File: src/rtl/soric_cfg_pkg.sv
// Purpose: shared constants for the Wishbone config frame loader (register map, CTRL bits, FSM states).
// Latency: n/a, declarations only.
// Backpressure: n/a.
package soric_cfg_pkg;

    localparam logic [31:0] DEFAULT_BASE_ADDR = 32'h3000_0000;

    // Register index taken from adr[3:2]; adr[1:0] is not decoded.
    localparam logic [1:0] REG_CTRL  = 2'd0;
    localparam logic [1:0] REG_STAT  = 2'd1;
    localparam logic [1:0] REG_DATA  = 2'd2;
    localparam logic [1:0] REG_COUNT = 2'd3;

    localparam int CTRL_EN     = 0;
    localparam int CTRL_FLUSH  = 1;
    localparam int CTRL_IRQ_EN = 2;

    typedef enum logic [1:0] {
        ST_IDLE  = 2'd0,
        ST_STALL = 2'd1,
        ST_ACK   = 2'd2
    } wb_state_t;

endpackage

File: src/rtl/sync_fifo.sv
// Purpose: single-clock FIFO with push/pop/flush and full/empty/level flags.
// Latency: a pushed word is visible at the head one cycle after the push edge.
// Backpressure: push ignored when full, pop ignored when empty; flush overrides both.
module sync_fifo #(
    parameter int WIDTH = 32,
    parameter int DEPTH = 8
) (
    input  logic                     clk,
    input  logic                     rst,
    input  logic                     push,
    input  logic [WIDTH-1:0]         push_dat,
    input  logic                     pop,
    input  logic                     flush,
    output logic [WIDTH-1:0]         head,
    output logic                     full,
    output logic                     empty,
    output logic [$clog2(DEPTH):0]   level
);
    localparam int AW = $clog2(DEPTH);

    logic [WIDTH-1:0] mem [DEPTH];
    logic [AW-1:0]    wr_ptr;
    logic [AW-1:0]    rd_ptr;
    logic [AW:0]      cnt;
    logic             push_ok;
    logic             pop_ok;

    assign full    = (cnt == (AW+1)'(DEPTH));
    assign empty   = (cnt == '0);
    assign level   = cnt;
    assign head    = mem[rd_ptr];
    assign push_ok = push & ~full;
    assign pop_ok  = pop & ~empty;

    // Pointer and occupancy tracking; pointers wrap naturally at the power-of-two depth.
    always_ff @(posedge clk) begin
        if (rst) begin
            wr_ptr <= '0;
            rd_ptr <= '0;
            cnt    <= '0;
        end else if (flush) begin
            wr_ptr <= '0;
            rd_ptr <= '0;
            cnt    <= '0;
        end else begin
            if (push_ok) wr_ptr <= wr_ptr + 1'b1;
            if (pop_ok)  rd_ptr <= rd_ptr + 1'b1;
            case ({push_ok, pop_ok})
                2'b10:   cnt <= cnt + 1'b1;
                2'b01:   cnt <= cnt - 1'b1;
                default: cnt <= cnt;
            endcase
        end
    end

    // Storage is cleared on reset so the head reads zero out of reset.
    always_ff @(posedge clk) begin
        if (rst) begin
            for (int i = 0; i < DEPTH; i++) mem[i] <= '0;
        end else if (push_ok && !flush) begin
            mem[wr_ptr] <= push_dat;
        end
    end

endmodule

File: src/rtl/wb_cfg_frame_loader.sv
// Purpose: Wishbone slave buffering eFPGA config words and streaming them to the frame shifter.
// Latency: ack one cycle after a decoded strobe (2-cycle access); pushed word reaches cfg_data_o next cycle.
// Backpressure: DATA writes to a full FIFO stall the bus; cfg_ready_i low holds the stream head.
module wb_cfg_frame_loader
    import soric_cfg_pkg::*;
#(
    parameter int          FIFO_DEPTH = 8,
    parameter logic [31:0] BASE_ADDR  = DEFAULT_BASE_ADDR
) (
    input  logic        wb_clk_i,
    input  logic        wb_rst_i,
    input  logic        wbs_cyc_i,
    input  logic        wbs_stb_i,
    input  logic        wbs_we_i,
    input  logic [3:0]  wbs_sel_i,
    input  logic [31:0] wbs_adr_i,
    input  logic [31:0] wbs_dat_i,
    output logic        wbs_ack_o,
    output logic [31:0] wbs_dat_o,
    output logic [31:0] cfg_data_o,
    output logic        cfg_valid_o,
    input  logic        cfg_ready_i,
    output logic        irq_o
);
    localparam int LW = $clog2(FIFO_DEPTH) + 1;

    wb_state_t   state;
    logic        enable;
    logic        irq_en;
    logic [31:0] count;

    logic          fifo_full;
    logic          fifo_empty;
    logic [LW-1:0] fifo_level;
    logic [31:0]   fifo_head;

    logic        req;
    logic        hit;
    logic [1:0]  reg_idx;
    logic        is_data_wr;
    logic        wr_fire;
    logic        stall_go;
    logic        push;
    logic        flush;
    logic        pop;
    logic        ctrl_wr;
    logic        count_wr;
    logic [31:0] rdata;
    logic        unused_adr_lsb;

    assign unused_adr_lsb = &{1'b0, wbs_adr_i[1:0]};

    assign req        = wbs_cyc_i & wbs_stb_i;
    assign hit        = req & (wbs_adr_i[31:4] == BASE_ADDR[31:4]);
    assign reg_idx    = wbs_adr_i[3:2];
    assign is_data_wr = wbs_we_i & (reg_idx == REG_DATA);

    // Register side effects fire on the IDLE->ACK edge; stalled DATA writes push on STALL->ACK.
    assign wr_fire  = (state == ST_IDLE) & hit & wbs_we_i & ~(is_data_wr & fifo_full);
    assign stall_go = (state == ST_STALL) & req & ~fifo_full;
    assign push     = ((wr_fire & is_data_wr) | stall_go) & (wbs_sel_i == 4'hF);
    assign ctrl_wr  = wr_fire & (reg_idx == REG_CTRL) & wbs_sel_i[0];
    assign flush    = ctrl_wr & wbs_dat_i[CTRL_FLUSH];
    assign count_wr = wr_fire & (reg_idx == REG_COUNT);

    assign cfg_valid_o = enable & ~fifo_empty;
    assign cfg_data_o  = fifo_head;
    assign pop         = cfg_valid_o & cfg_ready_i;

    sync_fifo #(
        .WIDTH (32),
        .DEPTH (FIFO_DEPTH)
    ) u_fifo (
        .clk      (wb_clk_i),
        .rst      (wb_rst_i),
        .push     (push),
        .push_dat (wbs_dat_i),
        .pop      (pop),
        .flush    (flush),
        .head     (fifo_head),
        .full     (fifo_full),
        .empty    (fifo_empty),
        .level    (fifo_level)
    );

    // Read mux; flush always reads back as zero, DATA is write-only.
    always_comb begin
        rdata = '0;
        case (reg_idx)
            REG_CTRL:  rdata = {29'd0, irq_en, 1'b0, enable};
            REG_STAT:  rdata = {count[15:0], 8'(fifo_level), 6'd0, fifo_full, fifo_empty};
            REG_COUNT: rdata = count;
            default:   rdata = '0;
        endcase
    end

    // Bus FSM with registered ack and read data (data is zero whenever ack is low).
    always_ff @(posedge wb_clk_i) begin
        if (wb_rst_i) begin
            state     <= ST_IDLE;
            wbs_ack_o <= 1'b0;
            wbs_dat_o <= '0;
        end else begin
            case (state)
                ST_IDLE: begin
                    wbs_ack_o <= 1'b0;
                    wbs_dat_o <= '0;
                    if (hit) begin
                        if (is_data_wr && fifo_full) begin
                            state <= ST_STALL;
                        end else begin
                            state     <= ST_ACK;
                            wbs_ack_o <= 1'b1;
                            wbs_dat_o <= wbs_we_i ? 32'd0 : rdata;
                        end
                    end
                end
                ST_STALL: begin
                    if (!req) begin
                        state <= ST_IDLE;
                    end else if (!fifo_full) begin
                        state     <= ST_ACK;
                        wbs_ack_o <= 1'b1;
                    end
                end
                ST_ACK: begin
                    state     <= ST_IDLE;
                    wbs_ack_o <= 1'b0;
                    wbs_dat_o <= '0;
                end
                default: begin
                    state     <= ST_IDLE;
                    wbs_ack_o <= 1'b0;
                    wbs_dat_o <= '0;
                end
            endcase
        end
    end

    // Control bits and handoff counter; a COUNT write wins over a same-cycle handshake.
    always_ff @(posedge wb_clk_i) begin
        if (wb_rst_i) begin
            enable <= 1'b0;
            irq_en <= 1'b0;
            count  <= '0;
        end else begin
            if (ctrl_wr) begin
                enable <= wbs_dat_i[CTRL_EN];
                irq_en <= wbs_dat_i[CTRL_IRQ_EN];
            end
            if (count_wr)  count <= '0;
            else if (pop)  count <= count + 32'd1;
        end
    end

    // Done interrupt: everything handed off and the stream has gone idle.
    always_ff @(posedge wb_clk_i) begin
        if (wb_rst_i) irq_o <= 1'b0;
        else          irq_o <= irq_en & enable & fifo_empty & (count != 32'd0);
    end

endmodule

File: config.mk
export PLATFORM = sky130hd
export DESIGN_NAME = wb_cfg_frame_loader
export DESIGN_NICKNAME = d
export VERILOG_FILES = /design/src/rtl/soric_cfg_pkg.sv /design/src/rtl/sync_fifo.sv /design/src/rtl/wb_cfg_frame_loader.sv
export SDC_FILE = /design/constraint.sdc
export NUM_CORES = 1
export LEC_CHECK = 0
export BUFFER_PORTS_ARGS = -buffer_cell sky130_fd_sc_hd__buf_4
export CELL_PAD_IN_SITES_DETAIL_PLACEMENT = 1
export CELL_PAD_IN_SITES_GLOBAL_PLACEMENT = 2
export CORE_ASPECT_RATIO = 0.5
export CORE_UTILIZATION = 41
export DETAILED_ROUTE_END_ITERATION = 10
export PLACE_DENSITY = 0.77
export SYNTH_ARGS = -nofsm -noshare
export SYNTH_HDL_FRONTEND = slang
export SYNTH_SLANG_ARGS = --single-unit
File: constraint.sdc
create_clock -name wb_clk_i -period 5.4 [get_ports wb_clk_i]
set_clock_uncertainty 0.1 [all_clocks]
set_input_delay 0.54 -clock wb_clk_i [delete_from_list [all_inputs] [get_ports wb_clk_i]]
set_output_delay 0.54 -clock wb_clk_i [all_outputs]
set_load 0.005 [all_outputs]
==> results.sh, run 1 <==
export IMPL_fmax_ghz=0.275
export IMPL_postCtsSetupBuffers=0
export IMPL_synth_edf_count=256
export IMPL_ant_nets=0
export IMPL_slew_violations=0
export IMPL_final_cell_mix="nor2_1, edfxtp_1, buf_4"
export IMPL_cts_tree="yes"
export IMPL_clk_pin_slew_worst_paths_ns=0.06
export IMPL_yosysWarnings=0
export IMPL_cp_slowest_stage_delay_ns=0.96
export IMPL_final_cells=1798
export IMPL_syn_inst=1180
export IMPL_grt_overflow=0
export IMPL_port_buffers=138
export IMPL_finalHoldViolations=0
export IMPL_drc=0
export IMPL_drt_pass1_iterations=5
export IMPL_cts_hold_buffers_added=0
export IMPL_start_util_pct=42.3
export IMPL_num_rows=48
export IMPL_area_growth_pct=17.5
export IMPL_cp_num_buf_inv=2
export IMPL_fin_hold_ws_ns=0.211
export IMPL_cts_buffers=34
export IMPL_synthAdderAreaFrac_pct=0.728
export IMPL_synth_xor_area_share_pct=2.19
export IMPL_layout_min_cycle_time_ns=3.64
export IMPL_worst_slew_pin_slew_ns=1.16
export IMPL_fp_dieH_um=136
export IMPL_cp_end_kind="primary output"
export IMPL_power_leakage_nw=5.80
export IMPL_hold_class="in2reg"
export IMPL_muxShareOfSynthArea_pct=12.3
export IMPL_vias=9834
export IMPL_antenna_cells=0
export IMPL_core_area_mm2=0.0350
export IMPL_synth_top_family_by_area="simple AND/OR/NAND/NOR gates"
export IMPL_avgSynthCellArea_um2=12.5
export IMPL_place_inst=1739
export IMPL_dpl_hpwl_um=24200
export IMPL_synth_cell_type_count=50
export IMPL_peakVddDrop_mv=0.175
export IMPL_synth_seq_area_share_pct=63.3
export IMPL_path_max_fanout=33
export IMPL_synth_compound_area_share_pct=3.67
export IMPL_synth_async_reset_ratio_pct=0
export IMPL_cpMostUsedCell="buf_4"
export IMPL_crit_chain="buf_4 -> mux4_2 -> mux2_2 -> buf_4"
export IMPL_antenna_found_initial=0
export IMPL_die_x_um=270
export IMPL_period_share_pct=67.4
export IMPL_via_per_inst=5.47
export IMPL_fin_nets=1382
export IMPL_first_global_vias=10500
export IMPL_status="finished, final reports clean"
export IMPL_slew_headroom_pct=22.6
export IMPL_synthSimpleGateAreaFrac_pct=15.3
export IMPL_drive_gt1_share_pct=24.9
export IMPL_drt_wirelength_per_cell_um=22.3
export IMPL_htreeDepth=2
export IMPL_utilization_pct=49.6
export IMPL_final_setup_tns_ns=0
export IMPL_start_kind="flip-flop"
export IMPL_grt_max_degree=65
export IMPL_clk_path_buf_depth=3
export IMPL_setup_violations=0
export IMPL_grt_usage_pct=22.0
export IMPL_worst_slack_ns=1.76
export IMPL_synth_area_mm2=0.0148
export IMPL_synth_seq_cells=339
export IMPL_max_cap_violations=0
export IMPL_drt_wl_total_um=40100
export IMPL_final_common_cell="nor2_1"
export IMPL_cp_required_ns=4.76
export IMPL_cts_sinks=339
export IMPL_cp_top_family="flip-flops"
export IMPL_drt_initial_drc_count=693
export IMPL_preCtsSetupSlack_ns=1.42
export IMPL_place_congestion=0.807
export IMPL_ys_flop_type="edfxtp_1"
export IMPL_ctsResizeCount=0
export IMPL_critical_path_slowest_cell="dfxtp_2"
export IMPL_io_pins=141
export IMPL_cp_arrival_ns=3.00
export IMPL_ff2ff_setup_slack_ns=1.91
export IMPL_power_density_mw_per_mm2=312
export IMPL_rsz0062_at_grt="false"
export IMPL_grt_pass1_wl_um=61300
export IMPL_root_buffer="clkbuf_16"
export IMPL_clock_latency_ns=0.52
export IMPL_crit_type="reg2out"
export IMPL_syn_num_nets=1262
export IMPL_floorplan_die_area_mm2=0.0368
## stage by stage
step / power [W] / cell area [µm²]
final: 0.00542 / 17400
after global routing: 0.00558 / 17400
after CTS: 0.00548 / 17400
after detailed placement: 0.00318 / 16300
after global placement: 0.00316 / 16300
after floorplan: 0.00305 / 14800
## kinds of logic after synthesis
kind of cell / after synthesis
muxes: 98
AOI/OAI and AO/OA: 85
and+or+nand+nor: 528
xor gates and xnor gates: 37
adders and majority gates: 8
buffers and inverters: 85
DFF: 339
## cells in the mapped netlist (12+ instances only)
cell type | n | area share (%)
buf_2 | 34 | 1.2
a21oi_1 | 32 | 1.1
a22oi_1 | 30 | 1.5
edfxtp_1 | 256 | 52
nand2_1 | 112 | 2.8
nand4_1 | 17 | 0.72
xor2_1 | 29 | 1.7
nor2_1 | 322 | 8.2
clkbuf_1 | 41 | 1.0
dfxtp_1 | 83 | 11
o21ai_0 | 12 | 0.41
mux2_2 | 32 | 2.4
mux4_2 | 64 | 9.8
nand3_1 | 15 | 0.51
nor4_1 | 13 | 0.55
## state kept, by name, indices dropped and copies added (netlist names), named ones only
| signal | flops |
|---|---|
| state | 2 |
| enable | 1 |
| wbs_dat_o | 32 |
| count | 32 |
| u_fifo.level | 4 |
| u_fifo.rd_ptr | 3 |
| irq_o | 1 |
| wbs_ack_o | 1 |
| u_fifo.mem | 256 |
| irq_en | 1 |
| u_fifo.wr_ptr | 3 |
## where the power goes
group | internal [W] | switching (W)
registers | 0.00288 | 0.0000246
logic | 0.0000852 | 0.000125
clock network | 0.00131 | 0.000990
## worst reg2reg max path: stages, from the launching register on
cell and delay [ns]:
dfxtp_1 0.34, and4bb_2 0.30, nand4_1 0.14, or2_1 0.43
o21ai_4 0.33, inv_2 0.19, nor2_1 0.28, a31o_2 0.63
buf_4 0.43
## final timing paths
path,to,depth (start not counted),from
worst max-delay path,cfg_data_o[15],4,flip-flop
worst min-delay path,irq_en$_SDFFE_PP0N_,3,wbs_dat_i[2]
worst max register to register,u_fifo.mem[6][19]$_SDFFCE_PN0P_,8,state[1]$_SDFFE_PP0P_
worst min register to register,wbs_dat_o[28]$_SDFFE_PP0N_,2,wbs_dat_o[28]$_SDFFE_PP0N_
## cell type report
class | instances | area (µm²)
Fill cell | 3622 | 17600
Multi-Input combinational cell | 756 | 5120
Sequential cell | 339 | 9360
Tap cell | 475 | 594
Clock inverter | 12 | 110
Inverter | 8 | 30.0
Clock buffer | 47 | 933
Timing Repair Buffer | 161 | 1210
## layer usage
layer  routed length [µm]  vias to the layer above  track usage [%]
li1                     -                     4496                -
met1                17500                     5120             28.3
met2                20600                      173             39.4
met3                 1390                       45             3.21
met4                  625                        0             5.18
met5                    0                        -                0
Note: power is estimated with default switching activity, not from simulation.
==> inputs of run 2 (changes only) <==
- clock period: 5.4 -> 3.5 ns (I/O delays scaled with it)
==> run 2 against run 1 <==
Compared with the run above: wire length decreased by 1.5%; final area increased by 1.2%; critical path type is now reg2reg; die area unchanged; largest power group unchanged; combinational power increased by 61%; first-iteration DRC count decreased by 5.5%.
==> results.sh, run 2 (same netlist as run 1, synthesis figures left out) <==
export IMPL_area_growth_pct=18.8
export IMPL_largest_reg_flops=256
export IMPL_worst_slew_pin_slew_ns=0.732
export IMPL_drt_pass1_iterations=5
export IMPL_ant_nets=0
export IMPL_floorplan_die_area_mm2=0.0368
export IMPL_root_buffer="clkbuf_16"
export IMPL_period_share_pct=92.7
export IMPL_reg_top3="u_fifo.mem: 256 flops, count: 32 flops, wbs_dat_o: 32 flops"
export IMPL_fin_nets=1393
export IMPL_multi_input_area_mm2=0.00512
export IMPL_place_area_mm2=0.0166
export IMPL_reg2reg_depth=12
export IMPL_switching_share_pct=21.6
export IMPL_grt_max_degree=51
export IMPL_cp_required_ns=3.92
export IMPL_regMostFlops="u_fifo.mem"
export IMPL_start_kind="flip-flop"
export IMPL_fillers=3621
export IMPL_layout_min_cycle_time_ns=3.25
export IMPL_power_density_mw_per_mm2=465
export IMPL_clk_path_buf_depth=3
export IMPL_antenna_found_initial=0
export IMPL_fmax_ghz=0.308
export IMPL_crit_type="reg2reg"
export IMPL_seqCellArea_mm2=0.00936
export IMPL_htreeDepth=1
export IMPL_power_switching_w=0.00177
export IMPL_cp_slowest_stage_delay_ns=0.74
export IMPL_dpl_hpwl_um=24400
export IMPL_fin_area_mm2=0.0176
export IMPL_final_common_cell="nor2_1"
export IMPL_peakVddDrop_mv=0.335
export IMPL_vias=9806
export IMPL_utilization_pct=50.2
export IMPL_setup_violations=0
export IMPL_final_cells=1812
export IMPL_cts_sinks=339
export IMPL_cp_arrival_ns=3.67
export IMPL_p_comb_share_pct=4.1
export IMPL_p_int_w=0.00641
export IMPL_slew_headroom_pct=51.2
export IMPL_total_power_w=0.00817
export IMPL_drt_initial_drc_count=655
export IMPL_status="finished, final reports clean"
export IMPL_start_util_pct=42.3
export IMPL_crit_chain="or4b_2 -> nor2b_1 -> nand2_1 -> o21ai_4 -> inv_2 -> ha_1 -> ha_1 -> a21o_1 -> a21oi_1 -> xnor2_1 -> or3_1 -> a21oi_1"
export IMPL_holdPathStages=3
export IMPL_core_area_mm2=0.0350
export IMPL_clk_pin_slew_worst_paths_ns=0.07
export IMPL_ctsResizeCount=0
export IMPL_drc=0
export IMPL_critical_path_slowest_cell="or4b_2"
export IMPL_first_global_vias=10500
export IMPL_via_per_inst=5.41
export IMPL_grt_pass1_wl_um=61000
export IMPL_fp_dieH_um=136
export IMPL_clock_latency_ns=0.59
export IMPL_final_cell_mix="nor2_1, edfxtp_1, buf_4"
export IMPL_rsz0062_at_grt="false"
export IMPL_grt_usage_pct=21.7
export IMPL_drive_gt1_share_pct=25.5
export IMPL_cp_end_kind="flip-flop"
export IMPL_port_buffers=138
export IMPL_num_rows=48
export IMPL_slew_violations=0
export IMPL_hold_class="in2reg"
export IMPL_drt_wirelength_per_cell_um=21.8
export IMPL_finalHoldViolations=0
export IMPL_clockPowerShare_pct=41.0
export IMPL_max_cap_violations=0
export IMPL_cts_buffers=31
export IMPL_pwr_share_seq_pct=54.9
export IMPL_grt_overflow=0
export IMPL_io_pins=141
export IMPL_die_x_um=270
export IMPL_place_inst=1751
export IMPL_place_congestion=0.784
export IMPL_drt_wl_total_um=39500
export IMPL_power_leakage_nw=5.89
export IMPL_path_max_fanout=8
export IMPL_cts_tree="yes"
-- run 2: per-layer routing --
metal | vias to the layer above | GRT usage [%] | wire [µm]
met2 | 161 | 39.1 | 20300
met4 | 0 | 3.89 | 577
li1 | 4522 | - | -
met1 | 5081 | 28.5 | 17200
met3 | 42 | 2.88 | 1360
met5 | - | 0 | 0
-- run 2: power by group through the flow --
stage	Sequential (W)	Clock, W	Combinational, W
final	0.00448	0.00335	0.000339
after global routing	0.00449	0.00356	0.000363
after CTS	0.00448	0.00342	0.000345
after detailed placement	0.00457	0	0.000342
after global placement	0.00456	0	0.000336
after floorplan	0.00456	0	0.000143
-- run 2: final timing paths --
path / start / end / slack (ns)
max: u_fifo.level[0]$_SDFFE_PP0P_ / u_fifo.level[3]$_SDFFE_PP0P_ / 0.25
min: wbs_dat_i[29] / u_fifo.mem[1][29]$_SDFFCE_PN0P_ / 0.05
max reg2reg: u_fifo.level[0]$_SDFFE_PP0P_ / u_fifo.level[3]$_SDFFE_PP0P_ / 0.25
min reg2reg: wbs_dat_o[29]$_SDFFE_PP0N_ / wbs_dat_o[29]$_SDFFE_PP0N_ / 0.35
-- run 2: final cells by class --
type,instances,area share [%]
diodes,1,0.0143
clock buffers,41,4.69
clock inverters,17,0.869
inverters,8,0.171
multi-input cells,756,29.2
flip-flops and latches,339,53.3
well taps,475,3.38
repair buffers,175,8.44
-- run 2: timing repair --
item / CTS / global route
endpoints found under the hold margin: 2 / 0
hold buffers: 2 / 0
setup endpoints to repair: 0 / 0
setup buffers: 0 / 0
-- run 2: stage by stage --
step / hold slack [ns] / setup TNS, ns / setup slack (ns)
3_3_place_gp: 0.343 / 0 / 0.278
5_1_grt: 0.0539 / 0 / 0.119
2_1_floorplan: 0.325 / -3.38 / -0.0264
6_report: 0.0474 / 0 / 0.254
4_1_cts: 0.0210 / 0 / 0.245
3_5_place_dp: 0.346 / 0 / 0.282
-- run 2: worst max-delay path: cells and delay by family, from the launching register on --
kind            cells  cell delay [ns]
xor+xnor            1             0.11
simple gates        4             1.35
fa+ha+maj           2             0.49
buf+inv             1             0.21
compound gates      4             0.54
flops               1             0.38
==> inputs of run 3 (changes only) <==
- ABC_AREA: default -> 1
- CORE_UTILIZATION: 41 -> 37
- PLACE_DENSITY: 0.77 -> default
- PLACE_DENSITY_LB_ADDON: default -> 0.1
==> run 3 against run 2 <==
Compared with the run above: power rose by 4.4%; non-clock buffer count fell by 2; combinational power rose by 4%; first-iteration DRC count down 3.5%; global-route usage is 0.75 points higher; cell count is 30% higher; critical endpoint is now cfg_data_o[28].
==> results.sh, run 3 <==
export IMPL_status="finished, final reports clean"
export IMPL_synth_seq_cells=339
export IMPL_clockPowerShare_pct=43.3
export IMPL_peakVddDrop_mv=0.261
export IMPL_final_cell_mix="nor2_1, edfxtp_1, buf_4"
export IMPL_hold_class="in2reg"
export IMPL_drt_wl_total_um=47400
export IMPL_synth_most_common_cell="nor2_1"
export IMPL_postCtsSetupBuffers=0
export IMPL_cts_hold_buffers_added=0
export IMPL_reg_top3="u_fifo.mem: 256 flops, count: 32 flops, wbs_dat_o: 32 flops"
export IMPL_fillers=4686
export IMPL_grt_usage_pct=22.5
export IMPL_antenna_cells=0
export IMPL_p_int_w=0.00671
export IMPL_avgSynthCellArea_um2=9.25
export IMPL_power_leakage_nw=6.84
export IMPL_start_util_pct=37.9
export IMPL_synth_edf_count=256
export IMPL_first_global_vias=13400
export IMPL_grt_overflow=0
export IMPL_final_cells=2353
export IMPL_r2r_start="u_fifo.level[2]$_SDFFE_PP0P_"
export IMPL_antenna_found_initial=0
export IMPL_p_comb_share_pct=4.1
export IMPL_max_cap_violations=0
export IMPL_drt_pass1_iterations=5
export IMPL_yosys_area_top_type="edfxtp_1"
export IMPL_floorplan_die_area_mm2=0.0427
export IMPL_min_from="wbs_dat_i[1]"
export IMPL_cp_arrival_ns=2.63
export IMPL_finalHoldViolations=0
export IMPL_drt_initial_drc_count=632
export IMPL_io_pins=141
export IMPL_syn_inst=1671
export IMPL_drt_wirelength_per_cell_um=20.1
export IMPL_num_rows=52
export IMPL_crit_type="reg2out"
export IMPL_start_kind="flip-flop"
export IMPL_grt_max_degree=129
export IMPL_synth_async_reset_ratio_pct=0
export IMPL_reg2reg_depth=16
export IMPL_via_per_inst=5.24
export IMPL_ff2ff_setup_slack_ns=0.55
export IMPL_ctsResizeCount=0
export IMPL_area_growth_pct=17.8
export IMPL_vias=12300
export IMPL_layout_min_cycle_time_ns=3.08
export IMPL_synth_common_cells="nor2_1, edfxtp_1, nand2_1"
export IMPL_wl_met2_um=23000
export IMPL_ant_nets=0
export IMPL_regMostFlops="u_fifo.mem"
export IMPL_slew_violations=0
export IMPL_period_share_pct=88.1
export IMPL_clk_path_buf_depth=3
export IMPL_synth_area_top_cells="edfxtp_1, nor2_1, dfxtp_1, o21ai_0, nand2_1"
export IMPL_dpl_hpwl_um=29900
export IMPL_yosysWarnings=0
export IMPL_ys_flop_type="edfxtp_1"
export IMPL_die_x_um=291
export IMPL_setup_violations=0
export IMPL_highest_layer="met4"
export IMPL_core_area_mm2=0.0408
export IMPL_synth_seq_area_share_pct=60.5
export IMPL_holdPathStages=3
export IMPL_synth_cell_type_count=40
export IMPL_place_congestion=0.812
export IMPL_reg2reg_to="u_fifo.level[3]$_SDFFE_PP0P_"
export IMPL_min_to="u_fifo.mem[2][1]$_SDFFCE_PN0P_"
export IMPL_clock_latency_ns=0.52
export IMPL_routed_wl_met3_um=1750
export IMPL_pwr_share_seq_pct=52.5
export IMPL_rsz0062_at_grt="false"
export IMPL_drc=0
export IMPL_syn_num_nets=1753
export IMPL_final_common_cell="nor2_1"
export IMPL_port_buffers=138
export IMPL_root_buffer="clkbuf_16"
export IMPL_worst_slack_ns=0.416
export IMPL_fmax_ghz=0.324
export IMPL_fp_dieH_um=147
export IMPL_preCtsSetupSlack_ns=0.491
export IMPL_power_density_mw_per_mm2=469
export IMPL_largest_reg_flops=256
export IMPL_drive_gt1_share_pct=13.5
export IMPL_slew_headroom_pct=40.6
export IMPL_power_switching_w=0.00182
export IMPL_worst_slew_pin_slew_ns=0.891
export IMPL_synth_top_area_share_pct=49.7
export IMPL_cts_buffers=34
export IMPL_fin_nets=1874
export IMPL_path_max_fanout=64
export IMPL_cts_tree="yes"
export IMPL_m1WireLength_um=21600
export IMPL_cts_sinks=339
export IMPL_synth_area_mm2=0.0155
export IMPL_cp_end_kind="primary output"
export IMPL_place_inst=2296
export IMPL_clk_pin_slew_worst_paths_ns=0.06
export IMPL_final_setup_tns_ns=0
export IMPL_grt_pass1_wl_um=74700
export IMPL_switching_share_pct=21.4
export IMPL_htreeDepth=2
export IMPL_cp_required_ns=3.05
-- run 3: changes by cell type after synthesis, moves of 19 or more --
| cell | delta |
|---|---|
| nor2_1 | +251 |
| o21ai_0 | +123 |
| inv_1 | +88 |
| mux4_2 | -64 |
| o22ai_1 | +51 |
| nand2_1 | +41 |
| a31oi_1 | +33 |
| mux2_2 | -32 |
| a22oi_1 | -30 |
| a21oi_1 | +26 |
| buf_2 | -21 |
| nand3_1 | +19 |
-- run 3: area by class of cell --
cell class,count,area [µm²],share of cell area [%]
clock buffer,43,916,5.03
sequential,339,9350,51.4
clock inverter,14,166,0.914
timing repair buffer,173,1410,7.75
inverter,103,390,2.14
multi-input combinational,1141,5290,29.1
tap,540,676,3.71
-- run 3: cells by family after synthesis --
| family | after synthesis | share of synthesized area, % |
|---|---|---|
| adders and majority gates | 8 | 0.696 |
| AOI/OAI and AO/OA | 288 | 10.2 |
| DFF | 339 | 60.5 |
| xor gates and xnor gates | 18 | 1.02 |
| buffers and inverters | 191 | 5.34 |
| and+or+nand+nor | 827 | 22.3 |
-- run 3: power by group through the flow --
stage	logic [W]	clock network (W)	registers (W)
floorplan	0.000164	0	0.00456
global placement	0.000349	0	0.00456
detailed placement	0.000359	0	0.00457
CTS	0.000361	0.00380	0.00448
global route	0.000389	0.00394	0.00449
finish	0.000353	0.00370	0.00448
-- run 3: layer usage --
metal  up-vias  GRT usage (%)
met2       204           39.1
met1      6180           29.5
li1       5887              -
met5         -              0
met4         0           5.24
met3        66           3.43
-- run 3: worst max path at each step --
stage	endpoint	cells past startpoint
after detailed placement	u_fifo.level[3]$_SDFFE_PP0P_	18
after global placement	u_fifo.level[3]$_SDFFE_PP0P_	18
final	cfg_data_o[28]	6
after global routing	u_fifo.level[3]$_SDFFE_PP0P_	16
after CTS	cfg_data_o[28]	6
after floorplan	u_fifo.mem[1][0]$_SDFFCE_PN0P_	12
-- run 3: metrics by stage --
stage	cell area [µm²]	util [%]	total power, W	hold WS, ns
after floorplan	15500	-	0.00472	0.352
after global placement	17100	42.0	0.00491	0.359
after detailed placement	17100	42.0	0.00493	0.360
after CTS	18200	44.6	0.00864	0.0881
after global routing	18200	44.6	0.00882	0.119
final	18200	44.6	0.00853	0.118
-- run 3: critical path: stages, from the launching register on --
cell     delay, ns
dfxtp_2       0.34
buf_4         0.67
o21ai_0       0.22
o22ai_1       0.24
nor2_1        0.07
a31oi_1       0.34
buf_4         0.20
